--- src/rtl/mnist_pkg.sv ---
// mnist_pkg
// Shared definitions for the MNIST CNN pipeline back end.
//   argmaxState_t   : argmax_classifier FSM state encoding
//   mostNegative()  : most negative two's-complement value of a given width
//   DEFAULT_CLASS_COUNT : number of output classes of the network
package mnist_pkg;

  localparam int DEFAULT_CLASS_COUNT = 10;

  typedef enum logic [1:0] {
    ARGMAX_IDLE = 2'd0,
    ARGMAX_SCAN = 2'd1,
    ARGMAX_DONE = 2'd2
  } argmaxState_t;

  // Returns a 64-bit word whose low 'width' bits hold the most negative
  // value of that width (MSB set, rest clear); callers slice [width-1:0].
  function automatic logic [63:0] mostNegative(input int width);
    return 64'd1 << (width - 1);
  endfunction

endpackage

--- src/rtl/argmax_classifier_if.sv ---
// argmax_classifier_if
// Score read port and result handshake of the argmax classifier.
//   start, busy                          : scan request / scan in progress
//   scoreAdr, scoreData                  : combinational read of the dense output buffer
//   classIdx, classScore, resultValid    : result, held until resultAck
//   resultAck                            : consumer accepts the result
//   margin                               : best minus second best (ARGMAX_MARGIN_EN only)
// Modports: slave = classifier side, master = controller/consumer side.
interface argmax_classifier_if
  import mnist_pkg::*;
#(
  parameter int CLASS_COUNT = DEFAULT_CLASS_COUNT,
  parameter int DATA_SIZE   = 32
);
  localparam int ADR_SIZE = $clog2(CLASS_COUNT);

  logic                        start;
  logic                        busy;
  logic [ADR_SIZE-1:0]         scoreAdr;
  logic signed [DATA_SIZE-1:0] scoreData;
  logic [ADR_SIZE-1:0]         classIdx;
  logic signed [DATA_SIZE-1:0] classScore;
  logic                        resultValid;
  logic                        resultAck;
`ifdef ARGMAX_MARGIN_EN
  logic signed [DATA_SIZE-1:0] margin;
`endif

  modport slave (
    input  start, scoreData, resultAck,
    output busy, scoreAdr, classIdx, classScore, resultValid
`ifdef ARGMAX_MARGIN_EN
    , output margin
`endif
  );

  modport master (
    output start, scoreData, resultAck,
    input  busy, scoreAdr, classIdx, classScore, resultValid
`ifdef ARGMAX_MARGIN_EN
    , input margin
`endif
  );

endinterface

--- src/rtl/LoopCounter.sv ---
// LoopCounter
// Index counter 0..COUNT-1 that wraps to 0 after the last value.
//   clk, rst : clock, synchronous active-high reset
//   en       : advance one step
//   clr      : force to 0 (has priority over en)
//   cnt      : current index
//   co       : carry out, high while enabled on the last index
module LoopCounter #(
  parameter int COUNT    = 10,
  parameter int CNT_SIZE = $clog2(COUNT)
) (
  input  logic                clk,
  input  logic                rst,
  input  logic                en,
  input  logic                clr,
  output logic [CNT_SIZE-1:0] cnt,
  output logic                co
);
  localparam logic [CNT_SIZE-1:0] LAST = CNT_SIZE'(COUNT - 1);

  assign co = en && (cnt == LAST);

  always_ff @(posedge clk) begin
    if (rst || clr) begin
      cnt <= '0;
    end else if (en) begin
      cnt <= co ? '0 : cnt + 1'b1;
    end
  end

endmodule

--- src/rtl/argmax_classifier.sv ---
// argmax_classifier
// Scans CLASS_COUNT signed scores from the dense output buffer and reports
// the index and value of the largest one (lowest index wins on ties).
//   clk, rst : clock, synchronous active-high reset
//   bus      : argmax_classifier_if.slave (start/busy, score read port,
//              result with valid/ack handshake, optional margin)
// Optional feature: define ARGMAX_MARGIN_EN to track the second best score
// and present margin = best - second (saturated) with the result.
//
// state       | meaning
// ARGMAX_IDLE | waiting for start, best/second held at most negative
// ARGMAX_SCAN | one score compared per cycle, scoreAdr = index
// ARGMAX_DONE | result valid, waiting for resultAck or a new start
module argmax_classifier
  import mnist_pkg::*;
#(
  parameter int CLASS_COUNT = DEFAULT_CLASS_COUNT,
  parameter int DATA_SIZE   = 32
) (
  input logic                clk,
  input logic                rst,
  argmax_classifier_if.slave bus
);
  localparam int ADR_SIZE = $clog2(CLASS_COUNT);
  localparam logic [63:0] MOST_NEG_W = mostNegative(DATA_SIZE);
  localparam logic signed [DATA_SIZE-1:0] MOST_NEG = MOST_NEG_W[DATA_SIZE-1:0];

  argmaxState_t                state;
  logic                        busyReg;
  logic                        validReg;
  logic [ADR_SIZE-1:0]         classIdxReg;
  logic signed [DATA_SIZE-1:0] classScoreReg;

  logic [ADR_SIZE-1:0]         cnt;
  logic                        co;
  logic signed [DATA_SIZE-1:0] best;
  logic [ADR_SIZE-1:0]         bestIdx;
  logic signed [DATA_SIZE-1:0] nextBest;
  logic [ADR_SIZE-1:0]         nextBestIdx;
  logic                        take;

  LoopCounter #(.COUNT(CLASS_COUNT), .CNT_SIZE(ADR_SIZE)) uScanCnt (
    .clk (clk),
    .rst (rst),
    .en  (state == ARGMAX_SCAN),
    .clr (state == ARGMAX_IDLE),
    .cnt (cnt),
    .co  (co)
  );

  // Strict compare keeps the first occurrence on ties.
  assign take        = bus.scoreData > best;
  assign nextBest    = take ? bus.scoreData : best;
  assign nextBestIdx = take ? cnt : bestIdx;

`ifdef ARGMAX_MARGIN_EN
  localparam logic signed [DATA_SIZE-1:0] MAX_POS = {1'b0, {(DATA_SIZE-1){1'b1}}};

  logic signed [DATA_SIZE-1:0] second;
  logic signed [DATA_SIZE-1:0] nextSecond;
  logic signed [DATA_SIZE:0]   diff;
  logic signed [DATA_SIZE-1:0] marginSat;
  logic signed [DATA_SIZE-1:0] marginReg;

  assign nextSecond = take ? best
                    : ((bus.scoreData > second) ? bus.scoreData : second);
  assign diff = {nextBest[DATA_SIZE-1], nextBest} - {nextSecond[DATA_SIZE-1], nextSecond};
  // best >= second always, so the only overflow is past the positive maximum.
  assign marginSat = (diff[DATA_SIZE] != diff[DATA_SIZE-1]) ? MAX_POS : diff[DATA_SIZE-1:0];
  assign bus.margin = marginReg;
`endif

  always_ff @(posedge clk) begin
    if (rst) begin
      state         <= ARGMAX_IDLE;
      busyReg       <= 1'b0;
      validReg      <= 1'b0;
      classIdxReg   <= '0;
      classScoreReg <= '0;
      best          <= MOST_NEG;
      bestIdx       <= '0;
`ifdef ARGMAX_MARGIN_EN
      second        <= MOST_NEG;
      marginReg     <= '0;
`endif
    end else begin
      case (state)
        ARGMAX_IDLE: begin
          best    <= MOST_NEG;
          bestIdx <= '0;
`ifdef ARGMAX_MARGIN_EN
          second  <= MOST_NEG;
`endif
          if (bus.start) begin
            state   <= ARGMAX_SCAN;
            busyReg <= 1'b1;
          end
        end
        ARGMAX_SCAN: begin
          best    <= nextBest;
          bestIdx <= nextBestIdx;
`ifdef ARGMAX_MARGIN_EN
          second  <= nextSecond;
`endif
          if (co) begin
            state         <= ARGMAX_DONE;
            busyReg       <= 1'b0;
            validReg      <= 1'b1;
            classIdxReg   <= nextBestIdx;
            classScoreReg <= nextBest;
`ifdef ARGMAX_MARGIN_EN
            marginReg     <= marginSat;
`endif
          end
        end
        ARGMAX_DONE: begin
          // start doubles as an acknowledge and launches a fresh scan.
          if (bus.start) begin
            state    <= ARGMAX_SCAN;
            busyReg  <= 1'b1;
            validReg <= 1'b0;
            best     <= MOST_NEG;
            bestIdx  <= '0;
`ifdef ARGMAX_MARGIN_EN
            second   <= MOST_NEG;
`endif
          end else if (bus.resultAck) begin
            state    <= ARGMAX_IDLE;
            validReg <= 1'b0;
          end
        end
        default: begin
          state    <= ARGMAX_IDLE;
          busyReg  <= 1'b0;
          validReg <= 1'b0;
        end
      endcase
    end
  end

  assign bus.busy        = busyReg;
  assign bus.resultValid = validReg;
  assign bus.classIdx    = classIdxReg;
  assign bus.classScore  = classScoreReg;
  assign bus.scoreAdr    = cnt;

endmodule

--- src/flat_wrapper.sv ---
// flat-port wrapper written by rule: the top's interface ports become plain ports
module argmax_classifier_flat import mnist_pkg::*;
#(
  parameter int CLASS_COUNT = DEFAULT_CLASS_COUNT,
  parameter int DATA_SIZE   = 32
)
  (clk, rst, bus_start, bus_scoreData, bus_resultAck, bus_busy, bus_scoreAdr, bus_classIdx, bus_classScore, bus_resultValid);
  argmax_classifier_if #(.CLASS_COUNT(CLASS_COUNT), .DATA_SIZE(DATA_SIZE)) bus_i ();
  input logic clk;
  input logic rst;
  input wire logic [$bits(bus_i.start)-1:0] bus_start;
  input wire logic [$bits(bus_i.scoreData)-1:0] bus_scoreData;
  input wire logic [$bits(bus_i.resultAck)-1:0] bus_resultAck;
  output wire logic [$bits(bus_i.busy)-1:0] bus_busy;
  output wire logic [$bits(bus_i.scoreAdr)-1:0] bus_scoreAdr;
  output wire logic [$bits(bus_i.classIdx)-1:0] bus_classIdx;
  output wire logic [$bits(bus_i.classScore)-1:0] bus_classScore;
  output wire logic [$bits(bus_i.resultValid)-1:0] bus_resultValid;
  assign bus_i.start = bus_start;
  assign bus_i.scoreData = bus_scoreData;
  assign bus_i.resultAck = bus_resultAck;
  assign bus_busy = bus_i.busy;
  assign bus_scoreAdr = bus_i.scoreAdr;
  assign bus_classIdx = bus_i.classIdx;
  assign bus_classScore = bus_i.classScore;
  assign bus_resultValid = bus_i.resultValid;
  argmax_classifier #(.CLASS_COUNT(CLASS_COUNT), .DATA_SIZE(DATA_SIZE)) u_core (.clk(clk), .rst(rst), .bus(bus_i));
endmodule
--- config.mk ---
export PLATFORM = sky130hd
export DESIGN_NAME = argmax_classifier_flat
export DESIGN_NICKNAME = d
export VERILOG_FILES = /design/src/rtl/mnist_pkg.sv /design/src/rtl/argmax_classifier_if.sv /design/src/rtl/LoopCounter.sv /design/src/rtl/argmax_classifier.sv /design/src/flat_wrapper.sv
export SDC_FILE = /design/constraint.sdc
export NUM_CORES = 1
export LEC_CHECK = 0
export CAP_MARGIN = 20
export CELL_PAD_IN_SITES_DETAIL_PLACEMENT = 0
export CELL_PAD_IN_SITES_GLOBAL_PLACEMENT = 1
export CORE_MARGIN = 5
export CORE_UTILIZATION = 30
export CTS_CLUSTER_DIAMETER = 80
export DETAILED_ROUTE_END_ITERATION = 7
export HOLD_SLACK_MARGIN = 0.03
export PLACE_DENSITY = 0.71
export SLEW_MARGIN = 10
export SYNTH_ARGS = -nofsm -noshare
export SYNTH_HDL_FRONTEND = slang
export SYNTH_HIERARCHICAL = 1
export SYNTH_SLANG_ARGS = --single-unit
--- constraint.sdc ---
create_clock -name clk -period 2.1 [get_ports clk]
set_input_delay 0.315 -clock clk [delete_from_list [all_inputs] [get_ports clk]]
set_output_delay 0.315 -clock clk [all_outputs]
set_load 0.05 [all_outputs]
* Word-level counts from Yosys, hierarchy flattened
Cells that the tools add are included.
** Storage, ports and cells
- Register bits after elaboration :: 80
- Bits in latches :: 0
- RAM bits :: 0
- Memory bits (read-only) :: 0
- Input bits :: 36
- Logic and storage cells :: 48
- Memories :: 0
** Cells by class
- Add/subtract/negate cells :: 1
- $mul :: 0
- Div/mod/pow operators :: 0
- Order comparisons :: 1
- Equal/unequal tests :: 8
- Shifts and indexed selects :: 0
- Muxes and demuxes :: 19
- Bitwise operators :: 1
- Reduce and logical (&&, ||, !) cells :: 10
** Operator list (number)
- one-hot mux 32 bit (3 select lines) :: 1
- two-way mux 32 bit :: 2
- > comparator 32 bit :: 1
- two-way mux 4 bit :: 3
- one-hot mux 4 bit (3 select lines) :: 1
- two-way mux 2 bit :: 4
- one-hot mux 2 bit (3 select lines) :: 1
- AND reduction 2 bit :: 3
- AND reduction 3 bit :: 2
- two-way mux 1 bit :: 5
- adder 4 x 1 -> 4 bit, second input constant :: 1
- == test 4 bit, second input constant :: 1
- != test 2 x 1 -> 1 bit, second input constant :: 2
- != test 2 bit, second input constant :: 2
- != test 3 bit, second input constant :: 1
- one-hot mux 1 bit (3 select lines) :: 1
- nonzero test 3 bit :: 1
- == test 2 x 1 -> 1 bit, second input constant :: 1
- == test 2 bit, second input constant :: 1
- zero test 2 bit :: 1
- one-hot mux 1 bit (2 select lines) :: 1
- OR reduction 2 bit :: 1
- logical AND 1 bit :: 1
- logical OR 1 bit :: 1
- inverter 1 bit :: 1

* Depth between registers and ports, before layout
Gate-level depths: netlist of the first run.
- Depth after elaboration :: 4
- Mapped depth :: 12

* Hierarchy
The synthesis of the first run kept the hierarchy.
** By module, submodules not included
- argmax_classifier :: times used 1, cells an instance 556, area an instance 4565.6 um^2, seq. area each 1521.5 um^2
- LoopCounter :: times used 1, cells an instance 23, area an instance 201.4 um^2, seq. area each 80.1 um^2

* Least setup slack after synthesis of the first run
OpenSTA, ideal clock, no wires.
- Path kind :: register -> register
- Start :: register u_core.best[7]
- End :: register u_core.best[0]
- Library setup time :: 0.122 ns
- Arrival time :: 2.158 ns
- Slack :: -0.180 ns
- Stages on the path, launching flop included :: 13
- Cell sequence :: dfxtp_1 -> inv_1 -> ha_1 -> a21oi_1 -> o21ai_1 -> o2bb2ai_1 -> o31ai_1 -> nand4b_1 -> buf_4 -> and2_1 -> buf_6 -> buf_6 -> a311o_1
** Between the ends
- Word-level cells in the longest chain between the ends :: 3
** Ends and longest elaborated chain
- from (decl) :: line argmax_classifier.sv:36 : logic signed [DATA_SIZE-1:0] best;
- from (signal assigned) :: line argmax_classifier.sv:100 : best <= nextBest;
- > comparator 32 bit :: line argmax_classifier.sv:52 : assign take = bus.scoreData > best;
- two-way mux 32 bit :: line argmax_classifier.sv:53 : assign nextBest = take ? bus.scoreData : best;
- one-hot mux 32 bit (3 select lines) :: line argmax_classifier.sv:87 : case (state)
Every way passes these cells.
A chain may end at the register's enable or synchronous reset.

* Final worst setup path of the first run
- Start :: input port bus_scoreData[3]
- End :: register u_core.bestIdx[3]
** Between the ends
- Word-level cells in the longest chain between the ends :: 3
** Ends and longest elaborated chain
- from (decl) :: line flat_wrapper.sv:12 : input wire logic [$bits(bus_i.scoreData)-1:0] bus_scoreData;
- > comparator 32 bit :: line argmax_classifier.sv:52
- two-way mux 4 bit :: line argmax_classifier.sv:54 : assign nextBestIdx = take ? cnt : bestIdx;
- one-hot mux 4 bit (3 select lines) :: line argmax_classifier.sv:87
- to (signal assigned) :: line argmax_classifier.sv:101 : bestIdx <= nextBestIdx;
- to (decl) :: line argmax_classifier.sv:37 : logic [ADR_SIZE-1:0] bestIdx;
Every way passes these cells.

==> results of run 1 <==
report_power, final:
part | switching, W | leakage [nW] | internal (W) | total, W
sequential | 0.0000181 | 0.655 | 0.00155 | 0.00157
combinational | 0.000358 | 1.85 | 0.000322 | 0.000680
clock | 0.000639 | 0.163 | 0.00119 | 0.00183
total | 0.00101 | 2.67 | 0.00306 | 0.00407
timing repair:
item / in CTS / in global routing
pin swaps: 7 / 2
endpoints found under the setup margin: 72 / 72
buffers inserted: 7 / 2
hold buffers: 0 / 0
resized for setup: 65 / 13
cloned: 0 / 0
metrics by stage:
step           setup TNS, ns  std cells  area (sq um)  utilization  hold slack (ns)
5_1_grt               -27.85        929          7158       0.4556           0.2802
2_1_floorplan         -3.307        579          4960            -           0.4677
3_3_place_gp          -56.45        905          6536       0.4160           0.4813
4_1_cts               -16.26        927          7084       0.4509           0.2618
6_report              -19.02        929          7158       0.4556           0.2727
3_5_place_dp          -57.13        905          6536       0.4160           0.4792
flip-flops by register name, indices dropped and copies added (netlist names):
signal / flops
u_core/best: 32
u_core/bestIdx: 4
u_core/uScanCnt/cnt: 4
u_core/bus.classScore: 32
u_core/bus.classIdx: 4
u_core/state: 2
u_core/bus.resultValid: 1
u_core/bus.busy: 1
worst max-delay path: stages:
cell,delay (ns)
clkdlybuf4s50_1,0.56
ha_4,0.25
a21oi_2,0.19
a2111oi_4,0.10
o31ai_2,0.22
nand4b_1,0.19
buf_6,0.18
and2_4,0.18
buf_12,0.16
a311o_1,0.32
worst max path at each step:
| stage | startpoint | to | slack, ns | cells past startpoint |
|---|---|---|---|---|
| 5_1_grt | u_core/best[27] | u_core/best[10] | -0.43 | 10 |
| 3_3_place_gp | bus_scoreData[15] | u_core/bestIdx[1] | -0.86 | 11 |
| 4_1_cts | u_core/best[1] | u_core/bestIdx[3] | -0.30 | 11 |
| 6_report | bus_scoreData[3] | u_core/bestIdx[3] | -0.33 | 10 |
| 3_5_place_dp | bus_scoreData[15] | u_core/bestIdx[3] | -0.87 | 11 |
| 2_1_floorplan | u_core/best[14] | u_core/bestIdx[0] | -0.11 | 12 |
layout by cell type (no fill, tap or decap), types with 6 or more instances in the layout:
master            n
ha_4             17
dfxtp_1          63
inv_1            19
clkbuf_16         9
nor4_1           31
a211oi_1         49
nor2_1           45
clkdlybuf4s50_1  50
buf_6             7
ha_1             16
nand2_1          46
a211oi_2         22
buf_12           10
nand4_1           9
dfxtp_2          17
dlygate4sd2_1    26
inv_2            16
and2_1            6
a21oi_1          51
a311o_1          35
buf_4            82
o21bai_1         37
layout make-up:
class                           instances  area, sq um
Clock buffer                           12        246.5
Clock inverter                          3        90.09
Fill cell                            1529         8554
Inverter                               36        135.1
Multi-Input combinational cell        406         3166
Sequential cell                        80         1623
Tap cell                              216        270.3
Timing Repair Buffer                  176         1628
per-layer routing:
| metal | up-vias | wire length [um] | global-route usage | part of all wire |
|---|---|---|---|---|
| met2 | 125 | 7647 | 0.2936 | 0.49 |
| met4 | 0 | 284 | 0.06327 | 0.018 |
| met5 | - | 0 | 0 | 0 |
| met3 | 18 | 709 | 0.03960 | 0.046 |
| li1 | 2430 | - | - | - |
| met1 | 2389 | 6853 | 0.2043 | 0.44 |
cell families (layout without fill, tap and decap cells):
kind of cell | count (synthesis) | after routing | share of synthesized area
buf+inv | 93 | 227 | 0.08478
flops | 80 | 80 | 0.3360
mux | 1 | 1 | 0.002100
fa+ha+maj | 34 | 34 | 0.08924
compound gates | 213 | 213 | 0.3270
simple gates | 156 | 156 | 0.1572
xor+xnor | 2 | 2 | 0.003675
==> results.py, run 1 <==
metrics = {
    "run_status": {
        "status": "complete, but fails checks",
        "violations": "setup timing",
    },
    "place": {
        "hpwl_um": 9886,
        "portBuffers": 77,
        "place.gp.congestion": 0.7873,
        "pre_cts_slack_ns": -0.8747,
    },
    "die": {
        "die_area_sq_um": 18510,
        "fp.coreArea_sq_um": 15710,
        "die_h_um": 136.1,
        "io_pins": 78,
        "num_rows": 46,
        "start_util": 0.3034,
        "die_w_um": 136.1,
    },
    "timing": {
        "setup_violations": 72,
        "hold_viol": 0,
        "timing.slew.headroom": 0.6393,
        "slew_viol_final": 0,
        "fin_ws_ns": -0.3341,
        "rsz0062_at_grt": "yes",
        "fmax_mhz": 410.8,
        "period_needed_ns": 2.434,
        "timing.clock.skew_ns": 0.008001,
        "period_share": 1.159,
        "worstMarginPinSlew_ns": 0.5369,
    },
    "power": {
        "power-per-cell-area_nw_per_um2": 569.0,
        "total_power_w": 0.004073,
        "vdd_drop_max_uv": 392.8,
        "power.static_leakage_nw": 2.667,
    },
    "synthesis": {
        "synth_ff_type": "dfxtp_1",
        "yosys_warnings": 6,
        "syn_area_sq_um": 4767,
        "synth_fp_nets": 649,
        "async_flop_share": 0,
        "netlist_top_cells_count": "dfxtp_1 (80), a211oi_1 (71), a21oi_1 (53)",
        "avgSynthCellArea_sq_um": 8.233,
        "synth_top_cells_by_area": "dfxtp_1 (34%), a211oi_1 (11%), ha_1 (8.9%)",
        "yosysTopAreaCellShare": 0.3360,
        "ys_seq_elements": 80,
        "yosysUniqueCellTypes": 40,
        "seq_area_frac_synth": 0.3360,
        "synth_edf_count": 0,
        "yosysMostFrequentCell": "dfxtp_1",
        "yosysTopAreaCell": "dfxtp_1",
        "synth_cells": 579,
    },
    "clocking": {
        "cts_tree": "yes",
        "numCtsBuffers": 9,
        "h-tree-depth": 3,
        "clockRootBuffer": "clkbuf_16",
        "cts.path.max_buffers": 2,
        "insertion_delay_ns": 0.35,
        "clk_pin_slew_ns": 0.06,
        "cts_sinks": 80,
    },
    "global_route": {
        "grt-ovfl-total": 0,
        "grtUsageTotal": 0.1697,
        "grt_antenna_before_repair": 0,
        "grt_first_pass_wirelength_um": 24960,
        "grt_max_degree": 47,
        "grt_pass1_vias": 5012,
    },
    "layout": {
        "drive_above_1_share": 0.2805,
        "syn2layout_area_growth_pct": 50.16,
        "num_antenna_cells": 0,
        "nNetsFinal": 779,
    },
    "worst_setup_path": {
        "arrival_ns": 2.67,
        "reg2reg_from": "u_core/best[27]",
        "ff2ff_path_depth": 10,
        "r2r_setup_slack_ns": -0.30,
        "critPathKind": "primary input to register",
        "r2r_end": "u_core/best[5]",
        "required_ns": 2.34,
        "crit_fanout": 21,
        "end_kind": "register",
        "startpoint_type": "primary input",
    },
    "job": {
        "cap_viol_max_count": 0,
    },
    "drt": {
        "wl_per_cell_um": 16.68,
        "routed_wl_um": 15490,
        "final_antenna_net_count": 0,
        "drcViolationCount": 0,
        "avgViaCountPerCell": 5.341,
        "drt_pass1_iterations": 4,
        "drt_iter0_markers": 227,
        "via_count": 4962,
    },
    "hold_path": {
        "hold_path.class": "primary input to register",
        "hold_path_end": "u_core/state[1]",
        "whs_path_depth": 2,
        "worstHoldStart": "rst",
    },
}
Power figures use the tool's default switching activity.
==> run 2, diff against run 1 <==
==> constraint.sdc (replaced) <==
create_clock -name clk -period 2.1 [get_ports clk]
set_input_delay 0.525 -clock clk [delete_from_list [all_inputs] [get_ports clk]]
set_output_delay 0.525 -clock clk [all_outputs]
set_load 0.05 [all_outputs]
==> results.py, run 2 (synthesis gave the netlist of run 1 again) <==
metrics = {
    "run_status": {
        "status": "complete, but fails checks",
        "violations": "setup timing",
    },
    "die": {
        "fp.coreArea_sq_um": 15710,
        "start_util": 0.3034,
        "die_w_um": 136.1,
        "io_pins": 78,
        "num_rows": 46,
        "die_area_sq_um": 18510,
        "die_h_um": 136.1,
    },
    "global_route": {
        "grt-ovfl-total": 0,
        "grt_max_degree": 48,
        "grt_antenna_before_repair": 0,
        "grtUsageTotal": 0.1852,
        "grt_pass1_vias": 5244,
        "grt_first_pass_wirelength_um": 27210,
    },
    "drt": {
        "via_count": 5152,
        "wl_per_cell_um": 18.29,
        "drt_pass1_iterations": 5,
        "drt_iter0_markers": 357,
        "drcViolationCount": 0,
        "final_antenna_net_count": 0,
        "routed_wl_um": 17320,
        "avgViaCountPerCell": 5.440,
    },
    "power": {
        "power.static_leakage_nw": 2.878,
        "vdd_drop_max_uv": 391.6,
        "power-per-cell-area_nw_per_um2": 512.1,
    },
    "worst_setup_path": {
        "ff2ff_path_depth": 13,
        "startpoint_type": "primary input",
        "required_ns": 2.33,
        "reg2reg_from": "u_core/best[1]",
        "r2r_setup_slack_ns": -0.29,
        "path_buf_inv": 5,
        "path_delay_family": "compound AO/OA/AOI/OAI gates",
        "path_cells": "dlygate4sd2_1, ha_4, a21oi_2, a2111oi_4, o31ai_2, nand4b_1, buf_6, buf_12, buf_12, buf_6, a211oi_2, a211oi_2",
        "r2r_end": "u_core/bus.classScore[15]",
        "end_kind": "register",
        "critPathKind": "primary input to register",
        "arrival_ns": 2.65,
        "cp_slowest_stage_delay_ns": 0.29,
        "crit_path_top_delay_cell": "dlygate4sd2_1",
        "crit_fanout": 11,
    },
    "clocking": {
        "cts_sinks": 80,
        "cts_tree": "yes",
        "cts.path.max_buffers": 2,
        "h-tree-depth": 3,
        "numCtsBuffers": 9,
        "hold_buffers": 0,
        "clockRootBuffer": "clkbuf_16",
        "insertion_delay_ns": 0.35,
        "clk_pin_slew_ns": 0.06,
    },
    "timing": {
        "slew_viol_final": 0,
        "fmax_mhz": 412.9,
        "timing.clock.skew_ns": 0.008024,
        "whs_ns": 0.4904,
        "hold_viol": 0,
        "worstMarginPinSlew_ns": 0.5944,
        "timing.slew.headroom": 0.6007,
        "setup_violations": 72,
        "tns_ns": -18.90,
        "fin_ws_ns": -0.3221,
        "rsz0062_at_grt": "yes",
        "period_needed_ns": 2.422,
        "period_share": 1.153,
    },
    "layout": {
        "final_cell_mix": "buf_4 (103), dfxtp_1 (68), nor2_1 (45), nand2_1 (45), a21oi_1 (43)",
        "syn2layout_area_growth_pct": 60.03,
        "num_antenna_cells": 0,
        "nNetsFinal": 797,
        "nFillCells": 1436,
        "final_common_cell": "buf_4",
        "drive_above_1_share": 0.3762,
    },
    "hold_path": {
        "hold_path.class": "register to register",
        "hold_path_end": "u_core/bus.busy",
        "whs_path_depth": 2,
        "worstHoldStart": "u_core/bus.busy",
    },
    "place": {
        "place.gp.congestion": 0.7642,
        "hpwl_um": 10140,
        "pre_cts_slack_ns": -1.050,
        "portBuffers": 77,
    },
    "job": {
        "cap_viol_max_count": 0,
    },
}
[run 2: changes by cell type in the layout (fill, tap and decap cells not counted), moves of 9 or more]
cell,previous run,this run
a211oi_2,22,35
clkdlybuf4s50_1,50,26
dlygate4sd2_1,26,6
clkdlybuf4s15_1,0,9
buf_4,82,103
a211oi_1,49,32
buf_2,1,10
[run 2: worst reg2reg max path, delay by kind of cell, from the launching register on]
family / cells / cell delay, ns
AOI/OAI and AO/OA: 5 / 0.85
buffers and inverters: 5 / 0.62
DFF: 1 / 0.32
and+or+nand+nor: 2 / 0.26
adders and majority gates: 1 / 0.20
[run 2: power breakdown]
part | internal [W] | total [W] | switching, W
Combinational | 0.000434 | 0.000865 | 0.000430
Clock | 0.000855 | 0.00148 | 0.000623
Sequential | 0.00155 | 0.00156 | 0.0000172
[run 2: final cells by class]
type	count	area (sq um)	share of cell area
multi-input combinational	407	3382	0.4433
timing repair buffer	193	1951	0.2557
clock buffer	12	256.5	0.03362
sequential	80	1617	0.2119
tap	216	270.3	0.03543
inverter	36	135.1	0.01771
clock inverter	3	17.52	0.002296
[run 2: worst max path at each step]
stage                       from                   endpoint  slack (ns)  cells past startpoint
2_1_floorplan  bus_scoreData[15]          u_core/bestIdx[0]       -0.29                     11
4_1_cts          u_core/best[11]            u_core/best[13]       -0.30                     13
3_3_place_gp   bus_scoreData[19]             u_core/best[9]       -0.99                     10
6_report        bus_scoreData[3]  u_core/bus.classScore[15]       -0.32                     12
5_1_grt          u_core/best[27]            u_core/best[14]       -0.42                     12
3_5_place_dp   bus_scoreData[25]            u_core/best[17]       -1.05                     10
[run 2: metrics by stage]
stage               cell area [sq um]  total power, W    util  std cells
floorplan                        4952        0.001921       -        579
CTS                              7501        0.003922  0.4774        944
detailed placement               6509        0.002221  0.4142        910
finish                           7629        0.003906  0.4855        947
global route                     7629        0.004077  0.4855        947
global placement                 6509        0.002215  0.4142        910
[run 2: repair_timing]
item | 4_1_cts | 5_1_grt
resized for setup | 177 | 28
buffers inserted | 9 | 3
cloned | 10 | 3
endpoints found under the hold margin | 0 | 0
endpoints found under the setup margin | 72 | 72
pin swaps | 75 | 21
[run 2: per-layer routing]
metal  up-vias  GRT usage  wire length, um
li1       2478          -                -
met1      2508     0.2310             7669
met2       142     0.3173             8463
met3        24    0.02998              825
met4         0    0.07559              357
met5         -          0                0
==> run 3, diff against run 2 <==
==> constraint.sdc (replaced) <==
create_clock -name clk -period 2.1 [get_ports clk]
set_input_delay 0.315 -clock clk [delete_from_list [all_inputs] [get_ports clk]]
set_output_delay 0.315 -clock clk [all_outputs]
set_load 0.05 [all_outputs]
==> results of run 3 <==
Final layout, timing and power as in run 1 (identical DEF).
